--- src/rtl/vram_write_scheduler.sv ---
`default_nettype none
// ============================================================================
// Module      : vram_write_scheduler
// Description : Orders every background-VRAM write so that it lands only
//               while the timing generator reports `writable`. CPU byte
//               writes are buffered in a FIFO and drained one per clock; a
//               fill engine writes a run of identical bytes over an address
//               range. A fill requested while queued CPU writes are still
//               draining is held pending until the FIFO empties, which keeps
//               program order.
// Ports       : clk, rst (async, active low)
//               writable                      - VRAM write window
//               req_valid/req_ready/req_addr/req_data - CPU write handshake
//               fill_start/fill_addr/fill_len/fill_data, fill_busy - fill
//               vram_we/vram_addr/vram_data   - VRAM write port
//               fifo_level, idle              - status
//               addr_err (only with VRAM_WRITE_SCHED_ADDR_CHECK_EN)
// Options     : VRAM_WRITE_SCHED_ADDR_CHECK_EN - reject/truncate writes at
//               or above ADDR_LIMIT and raise the sticky addr_err flag.
// Revision    : 1.0 - initial release
// ============================================================================
module vram_write_scheduler #(
    parameter int                DEPTH      = 16,
    parameter int                ADDR_W     = 12,
    parameter logic [ADDR_W-1:0] ADDR_LIMIT = 12'hC00
) (
    input  logic                         clk,
    input  logic                         rst,
    input  logic                         writable,
    input  logic                         req_valid,
    output logic                         req_ready,
    input  logic [ADDR_W-1:0]            req_addr,
    input  logic [7:0]                   req_data,
    input  logic                         fill_start,
    input  logic [ADDR_W-1:0]            fill_addr,
    input  logic [ADDR_W-1:0]            fill_len,
    input  logic [7:0]                   fill_data,
    output logic                         fill_busy,
    output logic                         vram_we,
    output logic [ADDR_W-1:0]            vram_addr,
    output logic [7:0]                   vram_data,
    output logic [$clog2(DEPTH+1)-1:0]   fifo_level,
`ifdef VRAM_WRITE_SCHED_ADDR_CHECK_EN
    output logic                         addr_err,
`endif
    output logic                         idle
);

    localparam int PTR_W = $clog2(DEPTH);
    localparam int LVL_W = $clog2(DEPTH + 1);

    typedef enum logic [1:0] {
        ST_IDLE  = 2'd0,
        ST_DRAIN = 2'd1,
        ST_FILL  = 2'd2
    } state_t;

    state_t state, state_next;

    // FIFO storage and bookkeeping
    logic [ADDR_W-1:0] fifo_addr [DEPTH];
    logic [7:0]        fifo_data [DEPTH];
    logic [PTR_W-1:0]  wr_ptr, rd_ptr;
    logic [LVL_W-1:0]  level, level_next;

    // Fill engine
    logic [ADDR_W-1:0] fill_ptr, fill_cnt, fill_ptr_inc;
    logic [7:0]        fill_byte;
    logic              busy;

    // Fill request captured while the FIFO is still draining
    logic              pending;
    logic [ADDR_W-1:0] pend_addr, pend_len;
    logic [7:0]        pend_data;

    // Last driven write-port values, held while not writing
    logic [ADDR_W-1:0] last_addr, src_addr;
    logic [7:0]        last_data, src_data;

    logic req_in_range, fill_in_range;
    logic push_hs, push, pop, adv, fill_req, fill_end, limit_hit;
    logic load_inputs, load_pend, latch_pend, fill_done;

    assign fill_ptr_inc = fill_ptr + ADDR_W'(1);

`ifdef VRAM_WRITE_SCHED_ADDR_CHECK_EN
    assign req_in_range  = (req_addr < ADDR_LIMIT);
    assign fill_in_range = (fill_ptr < ADDR_LIMIT);
    // A fill stops early either when it starts out of range or when its next
    // address would reach the limit with bytes still left to write.
    assign limit_hit = (state == ST_FILL) &&
                       (!fill_in_range ||
                        (adv && (fill_cnt != ADDR_W'(1)) && (fill_ptr_inc == ADDR_LIMIT)));
    assign fill_end  = (adv && (fill_cnt == ADDR_W'(1))) || limit_hit;
`else
    logic unused_limit;
    assign unused_limit  = ^ADDR_LIMIT;
    assign req_in_range  = 1'b1;
    assign fill_in_range = 1'b1;
    assign limit_hit     = 1'b0;
    assign fill_end      = adv && (fill_cnt == ADDR_W'(1));
`endif

    assign req_ready = (level != LVL_W'(DEPTH));
    assign push_hs   = req_valid && req_ready;
    assign push      = push_hs && req_in_range;

    assign vram_we = writable &&
                     (((state == ST_DRAIN) && (level != '0)) ||
                      ((state == ST_FILL) && fill_in_range));
    assign pop     = vram_we && (state == ST_DRAIN);
    assign adv     = vram_we && (state == ST_FILL);

    assign level_next = level + LVL_W'(push) - LVL_W'(pop);

    // A new fill is only taken when no fill is running or waiting.
    assign fill_req = fill_start && (fill_len != '0) && !busy && !pending;

    assign src_addr  = (state == ST_FILL) ? fill_ptr  : fifo_addr[rd_ptr];
    assign src_data  = (state == ST_FILL) ? fill_byte : fifo_data[rd_ptr];
    assign vram_addr = vram_we ? src_addr : last_addr;
    assign vram_data = vram_we ? src_data : last_data;

    assign fifo_level = level;
    assign fill_busy  = busy;
    assign idle       = (state == ST_IDLE) && (level == '0) && !pending;

    // Next-state logic
    always_comb begin
        state_next  = state;
        load_inputs = 1'b0;
        load_pend   = 1'b0;
        latch_pend  = 1'b0;
        fill_done   = 1'b0;
        case (state)
            ST_IDLE: begin
                // A fill wins over freshly queued writes.
                if (fill_req) begin
                    state_next  = ST_FILL;
                    load_inputs = 1'b1;
                end else if (level != '0) begin
                    state_next = ST_DRAIN;
                end
            end
            ST_DRAIN: begin
                if (level_next == '0) begin
                    if (pending) begin
                        state_next = ST_FILL;
                        load_pend  = 1'b1;
                    end else if (fill_req) begin
                        state_next  = ST_FILL;
                        load_inputs = 1'b1;
                    end else begin
                        state_next = ST_IDLE;
                    end
                end else if (fill_req) begin
                    latch_pend = 1'b1;
                end
            end
            ST_FILL: begin
                if (fill_end) begin
                    fill_done  = 1'b1;
                    state_next = (level_next != '0) ? ST_DRAIN : ST_IDLE;
                end
            end
            default: state_next = ST_IDLE;
        endcase
    end

    // FIFO storage needs no reset; the pointers define what is valid.
    always_ff @(posedge clk) begin
        if (push) begin
            fifo_addr[wr_ptr] <= req_addr;
            fifo_data[wr_ptr] <= req_data;
        end
    end

    always_ff @(posedge clk or negedge rst) begin
        if (!rst) begin
            state     <= ST_IDLE;
            wr_ptr    <= '0;
            rd_ptr    <= '0;
            level     <= '0;
            fill_ptr  <= '0;
            fill_cnt  <= '0;
            fill_byte <= '0;
            busy      <= 1'b0;
            pending   <= 1'b0;
            pend_addr <= '0;
            pend_len  <= '0;
            pend_data <= '0;
            last_addr <= '0;
            last_data <= '0;
`ifdef VRAM_WRITE_SCHED_ADDR_CHECK_EN
            addr_err  <= 1'b0;
`endif
        end else begin
            state <= state_next;
            level <= level_next;
            if (push) wr_ptr <= wr_ptr + PTR_W'(1);
            if (pop)  rd_ptr <= rd_ptr + PTR_W'(1);

            if (load_inputs) begin
                fill_ptr  <= fill_addr;
                fill_cnt  <= fill_len;
                fill_byte <= fill_data;
                busy      <= 1'b1;
            end else if (load_pend) begin
                fill_ptr  <= pend_addr;
                fill_cnt  <= pend_len;
                fill_byte <= pend_data;
                pending   <= 1'b0;
            end else if (adv) begin
                fill_ptr <= fill_ptr_inc;
                fill_cnt <= fill_cnt - ADDR_W'(1);
            end

            // busy already covers the pending interval.
            if (latch_pend) begin
                pending   <= 1'b1;
                busy      <= 1'b1;
                pend_addr <= fill_addr;
                pend_len  <= fill_len;
                pend_data <= fill_data;
            end

            if (fill_done) busy <= 1'b0;

            if (vram_we) begin
                last_addr <= src_addr;
                last_data <= src_data;
            end
`ifdef VRAM_WRITE_SCHED_ADDR_CHECK_EN
            if ((push_hs && !req_in_range) || limit_hit) addr_err <= 1'b1;
`endif
        end
    end

endmodule
`default_nettype wire

--- config.mk ---
export PLATFORM = sky130hd
export DESIGN_NAME = vram_write_scheduler
export DESIGN_NICKNAME = d
export VERILOG_FILES = /design/src/rtl/vram_write_scheduler.sv
export SDC_FILE = /design/constraint.sdc
export NUM_CORES = 1
export LEC_CHECK = 0
export ABC_CLOCK_PERIOD_IN_PS = 11920
export CAP_MARGIN = 20
export CORE_AREA = 5 5 169 171
export CTS_CLUSTER_SIZE = 8
export DETAILED_ROUTE_END_ITERATION = 10
export DIE_AREA = 0 0 174 176
export PLACE_DENSITY = 0.85
export RECOVER_POWER = 50
export SLEW_MARGIN = 40
export SYNTH_ARGS = -nofsm -noshare
export SYNTH_HDL_FRONTEND = slang
export SYNTH_SLANG_ARGS = --single-unit
export TNS_END_PERCENT = 20
--- constraint.sdc ---
create_clock -name clk -period 11.92 [get_ports clk]
set_clock_uncertainty 0.05 [all_clocks]
set_input_delay 1.192 -clock clk [delete_from_list [all_inputs] [get_ports clk]]
set_output_delay 1.192 -clock clk [all_outputs]
set_load 0.02 [all_outputs]
==> impl_metrics.py <==
metrics = {
    "status": {
        "outcome": "finished, violations left",
        "violations": "max-capacitance violations, max-slew violations",
    },
    "placed_design": {
        "place_congestion": 0.841,
        "place_area_um2": 18600,
        "io_buffers": 85,
        "place_ws_ns": 6.48,
        "dp_hpwl_mm": 22.7,
    },
    "cells_and_area": {
        "drive_gt1_share_pct": 22.6,
        "final_cell_mix": "edfxtp_1, mux4_2, dfrtp_1",
        "nNetsFinal": 1166,
        "layout_commonest_cell": "edfxtp_1",
        "finalInstanceArea_um2": 20300,
        "areaGrowthSynthToFinish_pct": 17.5,
    },
    "sta": {
        "setup_viol": 0,
        "hold_violations": 0,
        "period_share_pct": 66.2,
        "grt_setup_unrepaired": "false",
        "tightest_slew_ns": 4.16,
        "min_period_ns": 7.89,
        "final_max_slew_viol_count": 154,
        "whs_ns": 0.426,
        "setup_tns_ns": 0,
        "fin_ws_ns": 4.03,
        "max_freq_ghz": 0.127,
        "max_slew_margin_pct": -177,
    },
    "yosys": {
        "synth_area_um2": 17200,
        "syn_nets": 1047,
        "syn_area_per_cell_um2": 17.7,
        "synth-seq-cells": 421,
        "synth-edff-count": 320,
        "yosys-top-cells-area": "edfxtp_1, dfrtp_1, mux4_2",
        "synthCells": 975,
        "yosysWarningCount": 0,
        "seq_area_frac_synth_pct": 70.4,
        "synth.largest_area_cell": "edfxtp_1",
        "ys.flop_type": "edfxtp_1",
        "synth.top_cell.area_share_pct": 55.7,
        "synthDistinctLibCells": 53,
        "async_flop_share_pct": 24.0,
    },
    "worst_setup_path": {
        "rr_startpoint": "rd_ptr[0]$_DFFE_PN0P_",
        "cp.buffers_inverters": 2,
        "arrival_ns": 6.65,
        "cpMaxStageDelayCell": "clkbuf_1",
        "cpPeakStageDelay_ns": 2.98,
        "end_kind": "output pin",
        "r2r_setup_slack_ns": 6.24,
        "reg2reg_to": "last_data[1]$_DFF_PN0_",
        "worst_ep_required_time_ns": 10.68,
        "critPathMaxFanout": 49,
        "crit_type": "reg2out",
        "reg2reg_depth": 5,
        "crit_chain": "clkbuf_1 -> mux4_2 -> mux4_2 -> nand2_1 -> a2bb2oi_1 -> clkdlybuf4s50_1",
        "start_kind": "register",
        "crit_path_frequent_cell": "mux4_2",
        "crit_family": "buffers and inverters",
        "cp-startpoint": "rd_ptr[0]$_DFFE_PN0P_",
    },
    "worst_hold_path": {
        "min_from": "pend_data[0]$_DFFE_PN0P_",
        "hold-path-cell-count": 2,
        "holdPathEnd": "fill_byte[0]$_DFFE_PN0P_",
        "min_path_type": "reg2reg",
    },
    "clock_network": {
        "cts_setup_buffers": 0,
        "clockRootBuffer": "clkbuf_16",
        "cts.sinks": 421,
        "ctsHoldBuffers": 0,
        "insertion_delay_ns": 0.59,
        "numCtsBuffers": 58,
        "cts_tree": "yes",
        "cts.htree.levels": 2,
        "clk_path_buf_depth": 3,
        "ctsResizeCount": 0,
        "cts.clk_slew.worst_paths_ns": 0.05,
    },
    "flow_run": {
        "cap_violations": 3,
    },
    "grt": {
        "grt_pass1_wl_mm": 63.7,
        "antenna_found_initial": 3,
        "grtUsageTotal_pct": 27.8,
        "grt_max_degree": 66,
        "grt_pass1_vias": 10100,
        "grt_overflow_total": 0,
    },
    "routing": {
        "drt_pass1_iterations": 5,
        "vias": 10200,
        "drtIter0Drc": 1451,
        "wirelength_mm": 44.2,
        "ant_nets": 0,
        "viasPerCell": 6.99,
        "wl_per_cell_um": 30.5,
        "drc": 0,
    },
    "floorplan": {
        "die-height_um": 176,
        "fp.coreArea_um2": 26700,
        "ioPinCount": 86,
        "rows": 60,
        "start_util_pct": 64.5,
        "die-area_um2": 30600,
        "die-width_um": 174,
    },
    "power": {
        "vdd_drop_max_mv": 0.211,
        "p_leak_nw": 7.11,
        "power_per_cell_area_nw_per_um2": 256,
    },
}
==> state kept, by name, indices dropped and copies added (netlist names) <==
name	count
fifo_data	128
rd_ptr	4
pend_addr	12
fifo_addr	192
last_addr	12
pend_len	12
fifo_level	5
state	2
wr_ptr	4
pend_data	8
fill_ptr	12
fill_cnt	12
pending	1
fill_busy	1
fill_byte	8
last_data	8
==> report_power, final <==
| group | switching, mW | internal, mW | leakage [nW] | total (mW) |
|---|---|---|---|---|
| clock | 0.596 | 0.870 | 0.760 | 1.47 |
| sequential | 0.201 | 1.84 | 4.13 | 2.05 |
| combinational | 0.880 | 0.791 | 2.21 | 1.67 |
==> cells by family (layout without fill, tap and decap cells) <==
logic type	count (synthesis)	after routing	share of synthesized area, %
XOR/XNOR	12	12	0.609
adder cells (fa/ha/maj)	15	15	1.13
other	0	2	0
buffers and inverters	70	204	1.73
multiplexers	135	135	15.3
AO/OA/AOI/OAI	139	139	5.96
AND/OR/NAND/NOR	183	183	4.85
flip-flops	421	421	70.4
==> worst reg2reg max path, stage by stage (launching register included) <==
cell and delay [ns]:
dfrtp_4 0.88, clkbuf_1 2.98, mux4_2 0.83, mux4_2 0.56, nand2_1 0.12, a2bb2oi_1 0.11
==> how the worst max path moves through the flow <==
stage                                     to  slack, ns  cells past startpoint
floorplan           pend_addr[0]$_DFFE_PN0P_       7.78                     14
global placement                vram_data[2]       6.58                      7
detailed placement  pend_data[1]$_DFFE_PN0P_       6.48                     14
CTS                             vram_data[0]       6.43                      7
global route                    vram_addr[2]       3.23                      6
finish                          vram_data[1]       4.03                      6
==> layout make-up <==
cell class / count / area, µm²
antenna: 2 / 5.00
multi-input combinational: 484 / 4890
sequential: 421 / 12100
timing repair buffer: 113 / 1160
tap: 341 / 427
inverter: 16 / 60.1
fill: 1407 / 6470
clock inverter: 4 / 63.8
clock buffer: 71 / 1500
==> synthesized netlist by cell type (all sizes together) (16+ instances only) <==
| cell | number |
|---|---|
| nand2 | 72 |
| mux2 | 35 |
| a2bb2oi | 20 |
| mux4 | 100 |
| a22oi | 30 |
| inv | 16 |
| buf | 28 |
| edfxtp | 320 |
| clkbuf | 26 |
| a21oi | 35 |
| nor2 | 46 |
| dfrtp | 101 |
==> through the flow <==
| stage | power (mW) | cells | util, % |
|---|---|---|---|
| 2_1_floorplan | 3.10 | 975 | - |
| 4_1_cts | 5.14 | 1443 | 75.3 |
| 5_1_grt | 5.40 | 1452 | 75.8 |
| 6_report | 5.18 | 1452 | 75.8 |
| 3_3_place_gp | 3.59 | 1366 | 69.3 |
| 3_5_place_dp | 3.65 | 1368 | 69.4 |
==> routing by layer <==
layer / wire [µm] / part of all wire [%] / global-route usage (%) / up-vias
met5: 13 / 0.029 / 0 / -
met4: 1280 / 2.9 / 9.14 / 2
met3: 4310 / 9.7 / 6.60 / 102
met2: 22400 / 51 / 46.6 / 718
met1: 16300 / 37 / 36.8 / 5215
li1: - / - / - / 4117
Power figures use the tool's default switching activity.
